--- config.mk ---
export PLATFORM = sky130hd
export DESIGN_NAME = pixel_stream_gen_flat
export DESIGN_NICKNAME = d
export VERILOG_FILES = /design/src/rtl/pixel_stream_gen_pkg.sv /design/src/rtl/pixel_stream_gen_if.sv /design/src/rtl/pixel_stream_gen_pattern.sv /design/src/rtl/pixel_stream_gen.sv /design/src/flat_wrapper.sv
export SDC_FILE = /design/constraint.sdc
export NUM_CORES = 1
export LEC_CHECK = 0
export ABC_CLOCK_PERIOD_IN_PS = 4900
export CAP_MARGIN = 10
export CORE_UTILIZATION = 30
export CTS_BUF_LIST = sky130_fd_sc_hd__clkbuf_8
export CTS_CLUSTER_SIZE = 24
export DETAILED_ROUTE_END_ITERATION = 8
export PLACE_DENSITY_LB_ADDON = 0.3
export SLEW_MARGIN = 20
export SYNTH_ARGS = -nofsm -noshare
export SYNTH_HDL_FRONTEND = slang
export SYNTH_SLANG_ARGS = --single-unit
--- constraint.sdc ---
create_clock -name clk -period 4.9 [get_ports clk]
set_input_delay 0.735 -clock clk [delete_from_list [all_inputs] [get_ports clk]]
set_output_delay 0.735 -clock clk [all_outputs]
set_load 0.05 [all_outputs]
--- src/rtl/pixel_stream_gen_pkg.sv ---
// Shared types and constants for the synthetic pixel stream source.
// Contents: coordinate/data/counter widths, FSM state enum, pattern mode
// enum, Bayer colour enum with its site lookup, and the channel values
// used by the test patterns.
package pixel_stream_pkg;

    localparam int unsigned COORD_W = 11;
    localparam int unsigned DATA_W  = 12;
    localparam int unsigned FCNT_W  = 16;
    localparam int unsigned MODE_W  = 2;

    typedef enum logic [1:0] {
        ST_IDLE   = 2'd0,
        ST_ACTIVE = 2'd1,
        ST_HBLANK = 2'd2,
        ST_VBLANK = 2'd3
    } state_t;

    typedef enum logic [MODE_W-1:0] {
        MODE_RAMP    = 2'd0,
        MODE_BAYER   = 2'd1,
        MODE_CHECKER = 2'd2,
        MODE_CONST   = 2'd3
    } mode_t;

    typedef enum logic [1:0] {
        BAYER_G = 2'd0,
        BAYER_R = 2'd1,
        BAYER_B = 2'd2
    } bayer_t;

    // Flat-field channel levels for the Bayer pattern.
    localparam logic [DATA_W-1:0] CHAN_R = 12'hFFF;
    localparam logic [DATA_W-1:0] CHAN_G = 12'h800;
    localparam logic [DATA_W-1:0] CHAN_B = 12'h000;

    // Checkerboard levels.
    localparam logic [DATA_W-1:0] CHECK_HI = 12'hFFF;
    localparam logic [DATA_W-1:0] CHECK_LO = 12'h000;

    // GRBG tiling: even rows are G R, odd rows are B G.
    function automatic bayer_t bayer_colour(input logic y0, input logic x0);
        bayer_t col;
        unique case ({y0, x0})
            2'b00:   col = BAYER_G;
            2'b01:   col = BAYER_R;
            2'b10:   col = BAYER_B;
            default: col = BAYER_G;
        endcase
        return col;
    endfunction

endpackage

--- src/rtl/pixel_stream_gen_if.sv ---
// Control and pixel-stream bundle between the pattern source and its host
// and consumer.
// Control (host -> source): start, stop, mode, const_val.
// Stream  (source -> consumer): x_cont, y_cont, data, dval, frame_start,
// frame_cnt, busy.
// master = pixel source, slave = host/consumer side.
interface pixel_stream_gen_if;
    import pixel_stream_pkg::*;

    logic                start;
    logic                stop;
    logic [MODE_W-1:0]   mode;
    logic [DATA_W-1:0]   const_val;

    logic [COORD_W-1:0]  x_cont;
    logic [COORD_W-1:0]  y_cont;
    logic [DATA_W-1:0]   data;
    logic                dval;
    logic                frame_start;
    logic [FCNT_W-1:0]   frame_cnt;
    logic                busy;

    modport master (
        input  start, stop, mode, const_val,
        output x_cont, y_cont, data, dval, frame_start, frame_cnt, busy
    );

    modport slave (
        output start, stop, mode, const_val,
        input  x_cont, y_cont, data, dval, frame_start, frame_cnt, busy
    );

endinterface

--- src/rtl/pixel_stream_gen_pattern.sv ---
// Combinational test-pattern generator: (mode, x, y, const) -> pixel value.
// Ports: mode (pattern select), x/y (pixel coordinate), const_val (value
// for constant mode), data_c (unregistered pixel value).
module pixel_pattern
    import pixel_stream_pkg::*;
(
    input  mode_t               mode,
    input  logic [COORD_W-1:0]  x,
    input  logic [COORD_W-1:0]  y,
    input  logic [DATA_W-1:0]   const_val,
    output logic [DATA_W-1:0]   data_c
);

    // Pattern select.
    always_comb begin
        data_c = '0;
        unique case (mode)
            MODE_RAMP: begin
                // 12-bit add wraps naturally at 4096.
                data_c = DATA_W'(x) + DATA_W'(y);
            end
            MODE_BAYER: begin
                unique case (bayer_colour(y[0], x[0]))
                    BAYER_R: data_c = CHAN_R;
                    BAYER_B: data_c = CHAN_B;
                    default: data_c = CHAN_G;
                endcase
            end
            MODE_CHECKER: begin
                // 16x16 tiles.
                data_c = (x[4] ^ y[4]) ? CHECK_HI : CHECK_LO;
            end
            default: begin
                data_c = const_val;
            end
        endcase
    end

endmodule

--- src/rtl/pixel_stream_gen.sv ---
// Synthetic camera-side pixel source: raster frames with line and frame
// blanking, selectable test pattern, frame start pulse and frame counter.
// Ports: clk (pixel clock), rst (async active-high reset),
// stream (pixel_stream_gen_if.master: control in, registered stream out).
// All stream outputs are registered one cycle behind the internal
// counters, so pixel (0,0) appears two edges after start is sampled.
module pixel_stream_gen
    import pixel_stream_pkg::*;
#(
    parameter int unsigned H_ACTIVE    = 1280,
    parameter int unsigned V_ACTIVE    = 960,
    parameter int unsigned H_BLANK     = 32,
    parameter int unsigned V_BLANK_CYC = 256
) (
    input  logic                clk,
    input  logic                rst,
    pixel_stream_gen_if.master  stream
);

    localparam int unsigned BLANK_MAX = (H_BLANK > V_BLANK_CYC) ? H_BLANK : V_BLANK_CYC;
    localparam int unsigned BLANK_W   = (BLANK_MAX > 1) ? $clog2(BLANK_MAX) : 1;

    localparam logic [COORD_W-1:0] X_LAST  = COORD_W'(H_ACTIVE - 1);
    localparam logic [COORD_W-1:0] Y_LAST  = COORD_W'(V_ACTIVE - 1);
    localparam logic [BLANK_W-1:0] HB_LAST = BLANK_W'(H_BLANK - 1);
    localparam logic [BLANK_W-1:0] VB_LAST = BLANK_W'(V_BLANK_CYC - 1);

    state_t              state_q, state_d;
    logic [COORD_W-1:0]  x_q, x_d;
    logic [COORD_W-1:0]  y_q, y_d;
    logic [BLANK_W-1:0]  cnt_q, cnt_d;
    logic                stop_req_q, stop_req_d;
    mode_t               mode_q, mode_d;
    logic [DATA_W-1:0]   const_q, const_d;

    logic [COORD_W-1:0]  x_out_d;
    logic [COORD_W-1:0]  y_out_d;
    logic [DATA_W-1:0]   data_d;
    logic                dval_d;
    logic                frame_start_d;
    logic [FCNT_W-1:0]   frame_cnt_d;
    logic                busy_d;

    logic [DATA_W-1:0]   pattern_c;

    pixel_pattern u_pattern (
        .mode      (mode_q),
        .x         (x_q),
        .y         (y_q),
        .const_val (const_q),
        .data_c    (pattern_c)
    );

    // State, counters and registered stream outputs.
    always_ff @(posedge clk or posedge rst) begin
        if (rst) begin
            state_q            <= ST_IDLE;
            x_q                <= '0;
            y_q                <= '0;
            cnt_q              <= '0;
            stop_req_q         <= 1'b0;
            mode_q             <= MODE_RAMP;
            const_q            <= '0;
            stream.x_cont      <= '0;
            stream.y_cont      <= '0;
            stream.data        <= '0;
            stream.dval        <= 1'b0;
            stream.frame_start <= 1'b0;
            stream.frame_cnt   <= '0;
            stream.busy        <= 1'b0;
        end else begin
            state_q            <= state_d;
            x_q                <= x_d;
            y_q                <= y_d;
            cnt_q              <= cnt_d;
            stop_req_q         <= stop_req_d;
            mode_q             <= mode_d;
            const_q            <= const_d;
            stream.x_cont      <= x_out_d;
            stream.y_cont      <= y_out_d;
            stream.data        <= data_d;
            stream.dval        <= dval_d;
            stream.frame_start <= frame_start_d;
            stream.frame_cnt   <= frame_cnt_d;
            stream.busy        <= busy_d;
        end
    end

    // Next-state, counter and output logic.
    always_comb begin
        state_d       = state_q;
        x_d           = x_q;
        y_d           = y_q;
        cnt_d         = cnt_q;
        stop_req_d    = stop_req_q;
        mode_d        = mode_q;
        const_d       = const_q;
        x_out_d       = stream.x_cont;
        y_out_d       = stream.y_cont;
        data_d        = '0;
        dval_d        = 1'b0;
        frame_start_d = 1'b0;
        frame_cnt_d   = stream.frame_cnt;
        busy_d        = (state_q != ST_IDLE);

        if (state_q != ST_IDLE && stream.stop) begin
            stop_req_d = 1'b1;
        end

        unique case (state_q)
            ST_IDLE: begin
                if (stream.start) begin
                    state_d    = ST_ACTIVE;
                    x_d        = '0;
                    y_d        = '0;
                    // start+stop together requests exactly one frame
                    stop_req_d = stream.stop;
                    mode_d     = mode_t'(stream.mode);
                    const_d    = stream.const_val;
                end
            end

            ST_ACTIVE: begin
                dval_d  = 1'b1;
                data_d  = pattern_c;
                x_out_d = x_q;
                y_out_d = y_q;
                if (x_q == '0 && y_q == '0) begin
                    frame_start_d = 1'b1;
                    frame_cnt_d   = stream.frame_cnt + FCNT_W'(1);
                end
                if (x_q == X_LAST) begin
                    state_d = ST_HBLANK;
                    cnt_d   = '0;
                end else begin
                    x_d = x_q + COORD_W'(1);
                end
            end

            ST_HBLANK: begin
                if (cnt_q == HB_LAST) begin
                    if (y_q < Y_LAST) begin
                        state_d = ST_ACTIVE;
                        x_d     = '0;
                        y_d     = y_q + COORD_W'(1);
                    end else begin
                        state_d = ST_VBLANK;
                        cnt_d   = '0;
                    end
                end else begin
                    cnt_d = cnt_q + BLANK_W'(1);
                end
            end

            ST_VBLANK: begin
                if (cnt_q == VB_LAST) begin
                    // a stop arriving on the final blank cycle still ends the run
                    if (stop_req_q || stream.stop) begin
                        state_d    = ST_IDLE;
                        stop_req_d = 1'b0;
                    end else begin
                        state_d = ST_ACTIVE;
                        x_d     = '0;
                        y_d     = '0;
                        mode_d  = mode_t'(stream.mode);
                        const_d = stream.const_val;
                    end
                end else begin
                    cnt_d = cnt_q + BLANK_W'(1);
                end
            end

            default: begin
                state_d = ST_IDLE;
            end
        endcase
    end

endmodule
--- src/flat_wrapper.sv ---
// flat-port wrapper written by rule: the top's interface ports become plain ports
module pixel_stream_gen_flat import pixel_stream_pkg::*;
#(
    parameter int unsigned H_ACTIVE    = 1280,
    parameter int unsigned V_ACTIVE    = 960,
    parameter int unsigned H_BLANK     = 32,
    parameter int unsigned V_BLANK_CYC = 256
)
  (clk, rst, stream_start, stream_stop, stream_mode, stream_const_val, stream_x_cont, stream_y_cont, stream_data, stream_dval, stream_frame_start, stream_frame_cnt, stream_busy);
  pixel_stream_gen_if stream_i ();
  input  logic clk;
  input  logic rst;
  input wire logic [$bits(stream_i.start)-1:0] stream_start;
  input wire logic [$bits(stream_i.stop)-1:0] stream_stop;
  input wire logic [$bits(stream_i.mode)-1:0] stream_mode;
  input wire logic [$bits(stream_i.const_val)-1:0] stream_const_val;
  output wire logic [$bits(stream_i.x_cont)-1:0] stream_x_cont;
  output wire logic [$bits(stream_i.y_cont)-1:0] stream_y_cont;
  output wire logic [$bits(stream_i.data)-1:0] stream_data;
  output wire logic [$bits(stream_i.dval)-1:0] stream_dval;
  output wire logic [$bits(stream_i.frame_start)-1:0] stream_frame_start;
  output wire logic [$bits(stream_i.frame_cnt)-1:0] stream_frame_cnt;
  output wire logic [$bits(stream_i.busy)-1:0] stream_busy;
  assign stream_i.start = stream_start;
  assign stream_i.stop = stream_stop;
  assign stream_i.mode = stream_mode;
  assign stream_i.const_val = stream_const_val;
  assign stream_x_cont = stream_i.x_cont;
  assign stream_y_cont = stream_i.y_cont;
  assign stream_data = stream_i.data;
  assign stream_dval = stream_i.dval;
  assign stream_frame_start = stream_i.frame_start;
  assign stream_frame_cnt = stream_i.frame_cnt;
  assign stream_busy = stream_i.busy;
  pixel_stream_gen #(.H_ACTIVE(H_ACTIVE), .V_ACTIVE(V_ACTIVE), .H_BLANK(H_BLANK), .V_BLANK_CYC(V_BLANK_CYC)) u_core (.clk(clk), .rst(rst), .stream(stream_i));
endmodule
# [Word level (Yosys, flattened, before mapping)]
# Index checks and enable logic that the tools add are counted.
# Widths: inputs -> output; s select.
[word_totals] regBits=100 input_bits=18 output_inout_bits=53 elab_cells=103
[classes] n_addsub=5 magnitude_cmp=1 n_eq_ne=21 mux=44 n_bitwise=1 n_reduce_logical=17
[op_table] op="$mux 11" count=8
[op_table] op="$mux 12" count=5
[op_table] op="$pmux 12 s2" count=2
[op_table] op="$pmux 11 s4" count=1
[op_table] op="$pmux 12 s3" count=1
[op_table] op="$pmux 11 s3" count=1
[op_table] op="$mux 8" count=4
[op_table] op="$pmux 8 s3" count=1
[op_table] op="$add 11x1->11 const B" count=2
[op_table] op="$logic_not 11->1" count=2
[op_table] op="$mux 2" count=9
[op_table] op="$add 16x1->16 const B" count=1
[op_table] op="$add 11x11->12" count=1
[op_table] op="$reduce_and 4->1" count=3
[op_table] op="$reduce_and 6->1" count=2
[op_table] op="$eq 11x11->1 const B" count=1
[op_table] op="$lt 11x10->1 const B" count=1
[op_table] op="$eq 2x2->1 const B" count=5
[op_table] op="$add 8x1->8 const B" count=1
[op_table] op="$eq 2x1->1 const B" count=4
[op_table] op="$eq 8x5->1 const B" count=1
[op_table] op="$eq 8x8->1 const B" count=1
[op_table] op="$mux 1" count=8
[op_table] op="$ne 2x1->1 const B" count=4
[op_table] op="12 further kinds" count=20

# [Depth between registers and ports, before layout]
[depth] word_depth=7 ltp_mapped=9 depth_no_buf=7

# [Modules after synthesis]
# A second synthesis with hierarchy kept.
[unflattened] hier_cells=519 hier_area_um2=5434.0
[by_module_without_submodules] module="pixel_stream_gen" instances=1 cells_per_inst=400 area_per_inst_um2=4608.2 seq_area_each_um2=2502.4
[by_module_without_submodules] module="pixel_pattern" instances=1 cells_per_inst=119 area_per_inst_um2=825.8 seq_area_each_um2=0.0

# [Worst setup path after synthesis]
# OpenSTA, ideal clock, no wires.
[synth_path] kind="flip-flop to flip-flop" start="reg u_core.y_q[0]" end="reg u_core.stream.data[10]" setup_ps=125 t_arrival_ps=2091 t_required_ps=4775 slack_ps=2684 stages_incl_launch_ff=8 path_buffers=0 synth_period_minus_slack_ps=2216 path_cell_list="dfrtp_1 > ha_1 > fa_1 > a211oi_1 > o21ai_0 > a311oi_1 > xor2_1 > o22ai_1"
[synth_via] elab_chain_cells=7 elab_cells_between_ends=10 classes_between="add/sub: 1; eq/ne: 4; mux: 5"
[synth_lines] element="start, declared" line_no="pixel_stream_gen.sv:30" text="logic [COORD_W-1:0] y_q, y_d;"
[synth_lines] element="start signal, assigned" line_no="pixel_stream_gen.sv:74" text="y_q <= y_d;"
[synth_lines] element="$eq 2x2->1 or $eq 2x1->1 (tied branches)" line_no="pixel_stream_gen_pkg.sv:44" text="unique case ({y0, x0})"
[synth_lines] element="$pmux 2 s2" line_no="pixel_stream_gen_pkg.sv:44"
[synth_lines] element="$mux 2" line_no="pixel_stream_gen_pattern.sv:17" text="unique case (mode)"
[synth_lines] element="$eq 2x2->1 or $eq 2x1->1 (tied branches)" line_no="pixel_stream_gen_pattern.sv:23" text="unique case (bayer_colour(y[0], x[0]))"
[synth_lines] element="$pmux 12 s2" line_no="pixel_stream_gen_pattern.sv:23"
[synth_lines] element="$pmux 12 s3 (*)" line_no="pixel_stream_gen_pattern.sv:17"
[synth_lines] element="$mux 12 (*)" line_no="pixel_stream_gen.sv:110" text="unique case (state_q)"
[synth_lines] element="net u_core.data_d[10]" line_no="pixel_stream_gen.sv:38" text="logic [DATA_W-1:0] data_d;"
[synth_lines] element="end signal, assigned" line_no="pixel_stream_gen.sv:81" text="stream.data <= data_d;"
[synth_lines] element="end, declared" line_no="pixel_stream_gen_if.sv:25" text="output x_cont, y_cont, data, dval, frame_start, frame_cnt, busy"
# The timed path passes the listed nets; every way through them passes the cells marked *. The select of a mux whose other input is x is not followed.
# A chain may end at the register's enable or synchronous reset.

# [Worst setup path after layout]
[layout_path] start="reg u_core.state_q[1]" end="reg u_core.x_q[10]"
[layout_via] elab_chain_cells=3 elab_cells_between_ends=12 classes_between="eq/ne: 9; mux: 1; reduce/logical: 2"
[layout_lines] element="start, declared" line_no="pixel_stream_gen.sv:28" text="state_t state_q, state_d;"
[layout_lines] element="start signal, assigned" line_no="pixel_stream_gen.sv:72" text="state_q <= state_d;"
[layout_lines] element="$eq 2x1->1, or another cell as far along" line_no="pixel_stream_gen.sv:110"
[layout_lines] element="$ne 2x2->1 (no source line) or $ne 2x1->1 (tied branches)"
[layout_lines] element="$reduce_and 6->1 (no source line)"
[layout_lines] element="end signal, assigned" line_no="pixel_stream_gen.sv:58" text="x_q <= '0;"
[layout_lines] element="end signal, assigned" line_no="pixel_stream_gen.sv:73" text="x_q <= x_d;"
[layout_lines] element="end, declared" line_no="pixel_stream_gen.sv:29" text="logic [COORD_W-1:0] x_q, x_d;"
# Several ways; a longest one is shown, not always the timed one.

==> results.py <==
metrics = {
    "outcome": {
        "outcome": "complete, but fails checks",
        "violations": "design-rule violations",
    },
    "logic_synthesis": {
        "synth_edf_count": 0,
        "async_reset_ff_share_pct": 100.0,
        "synth_flop_cell": "dfrtp_1",
        "synth.net_count": 590,
        "seq_area_frac_synth_pct": 44.69,
        "ys_ff_latch": 100,
        "synthesis.instances": 548,
        "ys_types": 69,
        "ys_warn_count": 0,
        "syn-mean-instance-area_um2": 10.22,
        "syn_area_um2": 5599,
    },
    "cells_and_area": {
        "syn_to_final_growth_pct": 20.74,
        "final_common_cell": "dfrtp_1",
        "diodes": 0,
        "drive_gt1_share_pct": 12.27,
        "final_util_pct": 37.25,
        "fin_nets": 648,
        "layout_common_cells": "100 x dfrtp_1, 70 x clkdlybuf4s50_1, 36 x mux2_2",
        "finalInstanceArea_um2": 6760,
    },
    "setup_path": {
        "crit_fanout": 16,
        "startpoint_type": "flop",
        "worstPathRequired_ns": 5.18,
        "crit_arrival_ns": 3.09,
        "r2r_slack_ns": 2.09,
        "r2r-start": "u_core.state_q[1]",
        "rr_worst_depth": 7,
        "cp-end-kind": "flop",
        "worstSetupPathType": "flop to flop",
        "r2r-end": "u_core.x_q[10]",
    },
    "timing": {
        "layout_setup_ws_ns": 2.091,
        "rsz0062_at_grt": "false",
        "final-setup-viol-count": 0,
        "finalHoldViolations": 0,
        "slew-limit-headroom_pct": 40.09,
        "max_freq_ghz": 0.3560,
        "period_share_pct": 57.33,
        "period_needed_ns": 2.809,
        "finalSetupTns_ns": 0,
        "clock_skew_ns": 0.01587,
        "tightest_slew_ns": 0.8987,
        "slew_viol_final": 0,
    },
    "floorplan": {
        "die_h_um": 138.6,
        "die_area_um2": 19210,
        "io_pins": 71,
        "core_um2": 18150,
        "num_rows": 49,
        "die_x_um": 138.6,
        "initial_core_util_pct": 30.85,
    },
    "grt": {
        "antenna_found_initial": 0,
        "grt_pass1_vias": 4368,
        "grt_start_max_net_pins": 74,
        "grt_pass1_wl_um": 22670,
        "grt-ovfl-total": 0,
        "grt_use_total_pct": 14.61,
    },
    "power_and_ir_drop": {
        "switching_share_pct": 20.52,
        "p_comb_share_pct": 2.0,
        "power.density_nw_per_um2": 231.3,
        "share_clk_of_total_power_pct": 45.3,
        "internal-power_mw": 1.243,
        "p_leak_nw": 2.925,
        "power_switching_uw": 320.9,
        "ir_worst_vdd_mv": 0.1612,
        "pwr-share-seq_pct": 52.7,
    },
    "clock_network": {
        "cts_setup_buffers": 0,
        "cts.sinks": 100,
        "cts.path.max_buffers": 2,
        "clkTransAtPathRegs_ns": 0.10,
        "cts.htree.levels": 3,
        "ctsHoldBuffers": 0,
        "cts_tree": "done",
        "cts_buffers": 9,
        "clk_latency_ns": 0.39,
        "cts_resized": 0,
        "cts_root_buffer": "clkbuf_8",
    },
    "placed_design": {
        "placed_cell_area_um2": 6489,
        "post-place-ws_ns": 1.848,
        "globalplace.congestion": 0.8358,
        "io_buffers": 70,
        "dpl.hpwl_um": 9860,
    },
    "drt": {
        "drt_iter0_drc": 256,
        "detail-route-antenna-nets": 0,
        "wl_um": 13750,
        "wl_per_cell_um": 16.37,
        "drtPass1Iterations": 9,
        "vias_per_cell": 5.355,
        "drc": 8,
        "dr_total_vias": 4498,
    },
    "job": {
        "max_cap_viol_count": 0,
    },
    "worst_hold_path": {
        "min_path_type": "flop to flop",
        "min_from": "u_core.stream.frame_cnt[15]",
        "min_to": "u_core.stream.frame_cnt[15]",
        "worstHoldPathCells": 1,
    },
}
kinds of logic (layout without fill, tap and decap cells):
| family | after synthesis | count (layout) | share of synthesized area (%) |
|---|---|---|---|
| adder cells (fa/ha/maj) | 24 | 24 | 5.497 |
| AND/OR/NAND/NOR | 170 | 170 | 16.78 |
| flip-flops | 100 | 100 | 44.69 |
| XOR/XNOR | 20 | 20 | 3.129 |
| multiplexers | 41 | 41 | 8.134 |
| buffers and inverters | 55 | 118 | 4.134 |
| AO/OA/AOI/OAI | 138 | 138 | 17.63 |
per-stage QoR:
stage | std cells | hold slack [ns] | power, mW
floorplan | 548 | 0.4716 | 0.8534
global placement | 824 | 0.4565 | 0.8729
detailed placement | 824 | 0.4732 | 0.8741
CTS | 840 | 0.4898 | 1.588
global route | 840 | 0.4969 | 1.625
finish | 840 | 0.4778 | 1.564
layout make-up:
class | instances | area, um^2
flip-flops and latches | 100 | 2502
repair buffers | 73 | 723.2
fillers | 1819 | 11390
multi-input cells | 393 | 2865
inverters | 29 | 111.4
clock inverters | 6 | 133.9
well taps | 229 | 286.5
clock buffers | 10 | 137.6
critical path: stages (launching register included):
cell       delay, ns
dfrtp_1         0.46
inv_1           0.10
ha_1            0.25
inv_1           0.22
a2bb2oi_1       0.38
and3_1          0.67
nand2_2         0.22
a221o_1         0.41
power by group through the flow:
stage / Combinational [mW] / Clock (mW) / Sequential, mW
floorplan: 0.0124 / 0 / 0.841
global placement: 0.0320 / 0 / 0.841
detailed placement: 0.0332 / 0 / 0.841
CTS: 0.0332 / 0.730 / 0.825
global route: 0.0359 / 0.764 / 0.825
finish: 0.0310 / 0.708 / 0.825
sequential cells by signal (all words and copies together) (netlist names):
signal,count
u_core.const_q,12
u_core.mode_q,2
u_core.stream.frame_cnt,16
u_core.stream.busy,1
u_core.stream.y_cont,11
u_core.x_q,11
u_core.y_q,11
u_core.state_q,2
u_core.cnt_q,8
u_core.stream.dval,1
u_core.stream.x_cont,11
u_core.stream.frame_start,1
u_core.stop_req_q,1
u_core.stream.data,12
metal layers:
metal | global-route usage [%] | vias to the layer above | routed length, um
li1 | - | 2142 | -
met1 | 19.68 | 2210 | 6527
met2 | 23.06 | 129 | 6360
met3 | 3.660 | 17 | 649
met4 | 4.561 | 0 | 213
met5 | 0 | - | 0
worst max-delay path by stage:
stage / cells past startpoint / to / start
CTS: 7 / u_core.x_q[10] / u_core.state_q[1]
global placement: 6 / u_core.x_q[10] / stream_stop
detailed placement: 6 / u_core.x_q[10] / stream_stop
finish: 7 / u_core.x_q[10] / u_core.state_q[1]
global route: 7 / u_core.x_q[4] / u_core.state_q[1]
floorplan: 1 / u_core.cnt_q[0] / rst
cell usage after synthesis (5+ instances only):
cell / number / area (um^2)
nand2b_1: 10 / 62.56
nand4_1: 10 / 62.56
clkbuf_1: 16 / 60.06
nand2_1: 24 / 90.09
and3_1: 11 / 68.82
o31ai_1: 10 / 75.07
nor4_1: 9 / 56.30
ha_1: 23 / 287.8
inv_1: 28 / 105.1
xnor2_1: 9 / 78.83
and2_1: 6 / 37.54
mux2_2: 36 / 405.4
a21oi_1: 28 / 140.1
o21ai_0: 29 / 145.1
nor2b_1: 5 / 31.28
mux2i_1: 5 / 50.05
nand3_1: 20 / 100.1
dfrtp_1: 100 / 2502
nor2_1: 34 / 127.6
buf_2: 8 / 40.04
nor3_1: 12 / 60.06
xor2_1: 11 / 96.34
a31oi_1: 16 / 100.1
or2_2: 5 / 31.28
(Power assumes the default switching activity.)
